**src/rtl/mem_port_arbiter_if.sv**
```systemverilog
// Bus bundle between the instruction/data requesters, the arbiter and the SRAM.
// The arbiter uses the slave modport; the requesters and memory use master.
interface mem_port_arbiter_if;
  logic        i_req;
  logic [11:0] i_addr;
  logic        i_gnt;
  logic        i_rvalid;
  logic [31:0] i_rdata;

  logic        d_req;
  logic        d_we;
  logic [11:0] d_addr;
  logic [31:0] d_wdata;
  logic        d_gnt;
  logic        d_rvalid;
  logic [31:0] d_rdata;

  logic        mem_cen;
  logic        mem_wen;
  logic [11:0] mem_addr;
  logic [31:0] mem_din;
  logic [31:0] mem_dout;

  modport slave (
    input  i_req, i_addr, d_req, d_we, d_addr, d_wdata, mem_dout,
    output i_gnt, i_rvalid, i_rdata, d_gnt, d_rvalid, d_rdata,
    output mem_cen, mem_wen, mem_addr, mem_din
  );

  modport master (
    output i_req, i_addr, d_req, d_we, d_addr, d_wdata, mem_dout,
    input  i_gnt, i_rvalid, i_rdata, d_gnt, d_rvalid, d_rdata,
    input  mem_cen, mem_wen, mem_addr, mem_din
  );
endinterface

```
**src/rtl/mem_port_arbiter.sv**
```systemverilog
// Two-requester single-port SRAM arbiter: data-first priority with an instruction
// starvation guard, and a tag pipeline that routes read returns to their source.
module mem_port_arbiter #(
  parameter int RD_LAT     = 2,
  parameter int STARVE_MAX = 4
) (
  input  logic           clk,
  input  logic           rst,
  mem_port_arbiter_if.slave bus
);

  localparam int CW = ($clog2(STARVE_MAX + 1) > 3) ? $clog2(STARVE_MAX + 1) : 3;
  localparam logic [CW-1:0] SMAX = CW'(STARVE_MAX);

  typedef enum logic {
    PRI_D = 1'b0,
    PRI_I = 1'b1
  } pri_t;

  pri_t              state_q, state_d;
  logic [CW-1:0]     starve_q, starve_d;
  logic [RD_LAT-1:0] tag_vld_q;
  logic [RD_LAT-1:0] tag_src_q;
  logic [31:0]       i_rdata_q, d_rdata_q;

  logic        i_gnt, d_gnt;
  logic        rd_push, src_push;
  logic        i_rv, d_rv;
  logic        mem_cen, mem_wen;
  logic [11:0] mem_addr;
  logic [31:0] mem_din;

  // Grants are purely combinational; reset masks every request.
  always_comb begin
    i_gnt = 1'b0;
    d_gnt = 1'b0;
    if (!rst) begin
      if (bus.i_req && (!bus.d_req || state_q == PRI_I)) begin
        i_gnt = 1'b1;
      end else if (bus.d_req) begin
        d_gnt = 1'b1;
      end
    end
  end

  always_comb begin
    starve_d = '0;
    if (bus.i_req && !i_gnt) begin
      starve_d = (starve_q == SMAX) ? starve_q : starve_q + 1'b1;
    end
  end

  // Switching on the counter's next value lets the forced grant land on the
  // cycle right after the STARVE_MAX-th denial.
  always_comb begin
    state_d = state_q;
    case (state_q)
      PRI_D: if (starve_d == SMAX) state_d = PRI_I;
      PRI_I: if (i_gnt)            state_d = PRI_D;
    endcase
  end

  always_ff @(posedge clk) begin
    if (rst) begin
      state_q  <= PRI_D;
      starve_q <= '0;
    end else begin
      state_q  <= state_d;
      starve_q <= starve_d;
    end
  end

  always_comb begin
    mem_cen  = 1'b1;
    mem_wen  = 1'b1;
    mem_addr = '0;
    mem_din  = '0;
    if (i_gnt) begin
      mem_cen  = 1'b0;
      mem_addr = bus.i_addr;
    end else if (d_gnt) begin
      mem_cen  = 1'b0;
      mem_wen  = ~bus.d_we;
      mem_addr = bus.d_addr;
      mem_din  = bus.d_wdata;
    end
  end

  assign rd_push  = i_gnt | (d_gnt & ~bus.d_we);
  assign src_push = i_gnt;

  always_ff @(posedge clk) begin
    if (rst) begin
      tag_vld_q <= '0;
      tag_src_q <= '0;
    end else begin
      tag_vld_q[0] <= rd_push;
      tag_src_q[0] <= src_push;
      for (int unsigned k = 1; k < RD_LAT; k++) begin
        tag_vld_q[k] <= tag_vld_q[k-1];
        tag_src_q[k] <= tag_src_q[k-1];
      end
    end
  end

  assign i_rv = !rst && tag_vld_q[RD_LAT-1] &&  tag_src_q[RD_LAT-1];
  assign d_rv = !rst && tag_vld_q[RD_LAT-1] && !tag_src_q[RD_LAT-1];

  always_ff @(posedge clk) begin
    if (rst) begin
      i_rdata_q <= '0;
      d_rdata_q <= '0;
    end else begin
      if (i_rv) i_rdata_q <= bus.mem_dout;
      if (d_rv) d_rdata_q <= bus.mem_dout;
    end
  end

  assign bus.i_gnt    = i_gnt;
  assign bus.d_gnt    = d_gnt;
  assign bus.i_rvalid = i_rv;
  assign bus.d_rvalid = d_rv;
  assign bus.i_rdata  = i_rv ? bus.mem_dout : i_rdata_q;
  assign bus.d_rdata  = d_rv ? bus.mem_dout : d_rdata_q;
  assign bus.mem_cen  = mem_cen;
  assign bus.mem_wen  = mem_wen;
  assign bus.mem_addr = mem_addr;
  assign bus.mem_din  = mem_din;

endmodule

```
**src/flat_wrapper.sv**
```systemverilog
// flat-port wrapper written by rule: the top's interface ports become plain ports
module mem_port_arbiter_flat 
#(
  parameter int RD_LAT     = 2,
  parameter int STARVE_MAX = 4
)
  (clk, rst, bus_i_req, bus_i_addr, bus_d_req, bus_d_we, bus_d_addr, bus_d_wdata, bus_mem_dout, bus_i_gnt, bus_i_rvalid, bus_i_rdata, bus_d_gnt, bus_d_rvalid, bus_d_rdata, bus_mem_cen, bus_mem_wen, bus_mem_addr, bus_mem_din);
  mem_port_arbiter_if bus_i ();
  input  logic clk;
  input  logic rst;
  input wire logic [$bits(bus_i.i_req)-1:0] bus_i_req;
  input wire logic [$bits(bus_i.i_addr)-1:0] bus_i_addr;
  input wire logic [$bits(bus_i.d_req)-1:0] bus_d_req;
  input wire logic [$bits(bus_i.d_we)-1:0] bus_d_we;
  input wire logic [$bits(bus_i.d_addr)-1:0] bus_d_addr;
  input wire logic [$bits(bus_i.d_wdata)-1:0] bus_d_wdata;
  input wire logic [$bits(bus_i.mem_dout)-1:0] bus_mem_dout;
  output wire logic [$bits(bus_i.i_gnt)-1:0] bus_i_gnt;
  output wire logic [$bits(bus_i.i_rvalid)-1:0] bus_i_rvalid;
  output wire logic [$bits(bus_i.i_rdata)-1:0] bus_i_rdata;
  output wire logic [$bits(bus_i.d_gnt)-1:0] bus_d_gnt;
  output wire logic [$bits(bus_i.d_rvalid)-1:0] bus_d_rvalid;
  output wire logic [$bits(bus_i.d_rdata)-1:0] bus_d_rdata;
  output wire logic [$bits(bus_i.mem_cen)-1:0] bus_mem_cen;
  output wire logic [$bits(bus_i.mem_wen)-1:0] bus_mem_wen;
  output wire logic [$bits(bus_i.mem_addr)-1:0] bus_mem_addr;
  output wire logic [$bits(bus_i.mem_din)-1:0] bus_mem_din;
  assign bus_i.i_req = bus_i_req;
  assign bus_i.i_addr = bus_i_addr;
  assign bus_i.d_req = bus_d_req;
  assign bus_i.d_we = bus_d_we;
  assign bus_i.d_addr = bus_d_addr;
  assign bus_i.d_wdata = bus_d_wdata;
  assign bus_i.mem_dout = bus_mem_dout;
  assign bus_i_gnt = bus_i.i_gnt;
  assign bus_i_rvalid = bus_i.i_rvalid;
  assign bus_i_rdata = bus_i.i_rdata;
  assign bus_d_gnt = bus_i.d_gnt;
  assign bus_d_rvalid = bus_i.d_rvalid;
  assign bus_d_rdata = bus_i.d_rdata;
  assign bus_mem_cen = bus_i.mem_cen;
  assign bus_mem_wen = bus_i.mem_wen;
  assign bus_mem_addr = bus_i.mem_addr;
  assign bus_mem_din = bus_i.mem_din;
  mem_port_arbiter #(.RD_LAT(RD_LAT), .STARVE_MAX(STARVE_MAX)) u_core (.clk(clk), .rst(rst), .bus(bus_i));
endmodule
```
**config.mk**
```make
export PLATFORM = sky130hd
export DESIGN_NAME = mem_port_arbiter_flat
export DESIGN_NICKNAME = d
export VERILOG_FILES = /design/src/rtl/mem_port_arbiter_if.sv /design/src/rtl/mem_port_arbiter.sv /design/src/flat_wrapper.sv
export SDC_FILE = /design/constraint.sdc
export NUM_CORES = 1
export LEC_CHECK = 0
export BUFFER_PORTS_ARGS = -buffer_cell sky130_fd_sc_hd__clkbuf_2
export CAP_MARGIN = 20
export CORE_UTILIZATION = 46
export DETAILED_ROUTE_END_ITERATION = 8
export PLACE_DENSITY_LB_ADDON = 0.2
export SYNTH_ARGS = -nofsm -noshare
export SYNTH_HDL_FRONTEND = slang
export SYNTH_SLANG_ARGS = --single-unit
export TNS_END_PERCENT = 30
```
**constraint.sdc**
```tcl
create_clock -name clk -period 4.7 [get_ports clk]
set_input_delay 0.94 -clock clk [delete_from_list [all_inputs] [get_ports clk]]
set_output_delay 0.94 -clock clk [all_outputs]
set_load 0.02 [all_outputs]
```
==> impl_metrics.env <==
export IMPL_drt_pre_antenna_iters=6
export IMPL_p_per_area_mw_per_mm2=264
export IMPL_max_slew_margin_rel_pct=42.9
export IMPL_status="completed"
export IMPL_clkTransAtPathRegs_ps=70
export IMPL_fmax_ghz=0.272
export IMPL_cts_resized=0
export IMPL_setup_violations_final=0
export IMPL_first_global_vias=2576
export IMPL_die_y_um=87.1
export IMPL_worstSetupPathType="in -> out"
export IMPL_ir_drop_mv=0.164
export IMPL_synth_avg_cell_area_um2=11.3
export IMPL_pin_count=207
export IMPL_grt_max_degree=44
export IMPL_synth_fa_ha_area_share_pct=0.751
export IMPL_leakage_uw=0.00251
export IMPL_place_ws_ps=1010
export IMPL_drc=0
export IMPL_initial_core_util_pct=48.2
export IMPL_numCtsBuffers=9
export IMPL_ant_nets=0
export IMPL_grt_pass1_wl_um=11800
export IMPL_antenna_cells=0
export IMPL_fin_crit_sh_pct=78.2
export IMPL_via_count=2757
export IMPL_clkLatencyLatePin_ps=330
export IMPL_via_per_inst=4.63
export IMPL_layout_setup_ws_ps=1020
export IMPL_cts_root_buf="clkbuf_8"
export IMPL_hold_slack_ps=443
export IMPL_maxSlewViolCount=0
export IMPL_period_needed_ps=3680
export IMPL_yosys_warnings=0
export IMPL_cts_tree="done"
export IMPL_dieArea_mm2=0.00758
export IMPL_die_x_um=87.1
export IMPL_arrival_ps=2740
export IMPL_drive_gt1_share_pct=57.4
export IMPL_fin_skew_ps=4.61
export IMPL_port_buffers=206
export IMPL_synth_cells=295
export IMPL_worst_setup_path_start_kind="input port"
export IMPL_drv_cap=0
export IMPL_syn_nets=390
export IMPL_clk_path_buf_depth=2
export IMPL_grt_antenna_before_repair=0
export IMPL_slowest_delay_ps=690
export IMPL_synth_xor_area_share_pct=0
export IMPL_htree_levels=3
export IMPL_finalInstanceArea_mm2=0.00456
export IMPL_row_count=30
export IMPL_grt_usage_pct=20.4
export IMPL_synth_distinct_cells=31
export IMPL_synth_area_mux_share_pct=23.9
export IMPL_rsz0062_at_grt="false"
export IMPL_syn2layout_area_growth_pct=37.0
export IMPL_syn_area_mm2=0.00333
export IMPL_core_area_mm2=0.00691
export IMPL_overflow=0
export IMPL_post_route_util_pct=66.1
export IMPL_drt_iter0_drc=30
export IMPL_worstPathMaxFanout=32
export IMPL_finalHoldViolCount=0
export IMPL_post_cts_buffers=0
export IMPL_slowest_stage="a211oi_4"
export IMPL_clkSinkCount=72
export IMPL_dpl_cell_area_mm2=0.00441
export IMPL_critPathMostFrequentCell="clkbuf_2"
export IMPL_synthSimpleGateAreaFrac_pct=23.3
export IMPL_setup_tns_ps=0
export IMPL_worstPathCellList="clkbuf_2 -> a211oi_4 -> buf_4 -> and2_1 -> clkbuf_2"
export IMPL_synth_top_family_by_area="multiplexers"
export IMPL_ys_seq_area_share_pct=43.3
export IMPL_hpwl_um=5890
export IMPL_ys_ff_latch=72
export IMPL_nets=591
export IMPL_cts_hold_buf=0
export IMPL_synth_compound_area_share_pct=4.88
export IMPL_hold_class="reg -> reg"
export IMPL_routed_wl_um=7890
export IMPL_gp_congestion=0.839
export IMPL_cp_required_ps=3760
export IMPL_max_slew_worst_pin_slew_ps=852
export IMPL_endpoint_kind="output port"
export IMPL_post_drt_wl_per_cell_um=13.2
## layer usage
metal	vias up	wire length, um	global-route usage, %
li1	1386	-	-
met1	1247	3270	21.9
met2	111	4050	37.3
met3	13	442	5.69
met4	0	136	8.79
met5	-	0	0
## cell type report
cell class | count | area [um^2]
inverters | 5 | 18.8
clock buffers | 11 | 131
repair buffers | 210 | 1060
multi-input cells | 198 | 1770
well taps | 96 | 120
fillers | 610 | 2340
clock inverters | 4 | 22.5
flip-flops and latches | 72 | 1440
## cell usage after synthesis
master    count  share of area (%)
nand3b_4      1               0.60
nor3b_2       1               0.38
and4b_1       1               0.30
and3_1        1               0.19
buf_2         4               0.60
a22o_1       12                3.2
a211oi_2      1               0.38
nor2b_1      40                7.5
mux2_4       20                9.0
and2_1       32                6.0
nor2_1        1               0.11
nand2_1       1               0.11
nor3b_4       1               0.56
mux2_2       40                 14
and2b_1      29                6.5
o2111a_1      1               0.34
mux2_1        4                1.4
a311oi_1      1               0.26
a21oi_1       1               0.15
dfxtp_1      72                 43
buf_6         4                1.4
ha_1          2               0.75
nand3_1       1               0.15
nand3b_1      1               0.23
o21ai_0       1               0.15
a21boi_0      1               0.23
clkbuf_1     12                1.4
nor3b_1       2               0.45
a21o_1        1               0.23
inv_1         5               0.56
nand2b_1      1               0.19
## stage by stage
stage                     total power [uW]  instances
final                                 1200        596
after global routing                  1260        596
after CTS                             1220        596
after detailed placement               818        581
after global placement                 816        581
after floorplan                        740        295
## final timing paths
kind / cells after the start / to / from / slack [ps]
max reg2reg: 3 / u_core.i_rdata_q[12] / u_core.tag_src_q[1] / 3090
max: 5 / bus_mem_din[15] / rst / 1020
min reg2reg: 1 / u_core.tag_vld_q[1] / u_core.tag_vld_q[0] / 440
min: 1 / u_core.tag_vld_q[1] / u_core.tag_vld_q[0] / 440
## cells in the final DEF, fill, tap and decap left out
| master | instances |
|---|---|
| and3_1 | 1 |
| nand2_1 | 1 |
| and4b_1 | 1 |
| a21oi_1 | 1 |
| nor3b_2 | 1 |
| nand3b_4 | 1 |
| a21boi_0 | 1 |
| a311oi_1 | 1 |
| nor2_1 | 1 |
| o2111a_1 | 1 |
| nor3b_4 | 1 |
| dfxtp_1 | 72 |
| buf_4 | 4 |
| nand3_1 | 1 |
| a21o_1 | 1 |
| clkbuf_2 | 206 |
| ha_1 | 2 |
| mux2_1 | 4 |
| a211oi_4 | 1 |
| and2b_1 | 29 |
| inv_1 | 5 |
| clkbuf_1 | 2 |
| nand3b_1 | 1 |
| nor3b_1 | 2 |
| nor2b_1 | 40 |
| mux2_2 | 40 |
| o21ai_0 | 1 |
| a22o_1 | 12 |
| and2_1 | 32 |
| nand2b_1 | 1 |
| clkinvlp_4 | 1 |
| mux2_4 | 20 |
| clkbuf_8 | 9 |
| clkinv_2 | 3 |
## power by group
| part | internal [uW] | total (uW) | switching [uW] |
|---|---|---|---|
| sequential | 618 | 621 | 2.81 |
| combinational | 83.2 | 182 | 99.1 |
| clock | 186 | 401 | 214 |
| total | 888 | 1200 | 316 |
## registers in the layout (all words and copies together) (netlist names)
name              flops
u_core.tag_vld_q      2
u_core.d_rdata_q     32
u_core.state_q        1
u_core.tag_src_q      2
u_core.i_rdata_q     32
u_core.starve_q       3
## cell families (layout without fill, tap and decap cells)
family,after synthesis,after routing
fa+ha+maj,2,2
buf+inv,25,230
flops,72,72
compound gates,19,19
mux,64,64
simple gates,113,113
## critical path: cells and delay by family
family                 cells  cell delay, ps
AO/OA/AOI/OAI              1             690
buffers and inverters      3             920
AND/OR/NAND/NOR            1             170
Power figures use the tool's default switching activity.
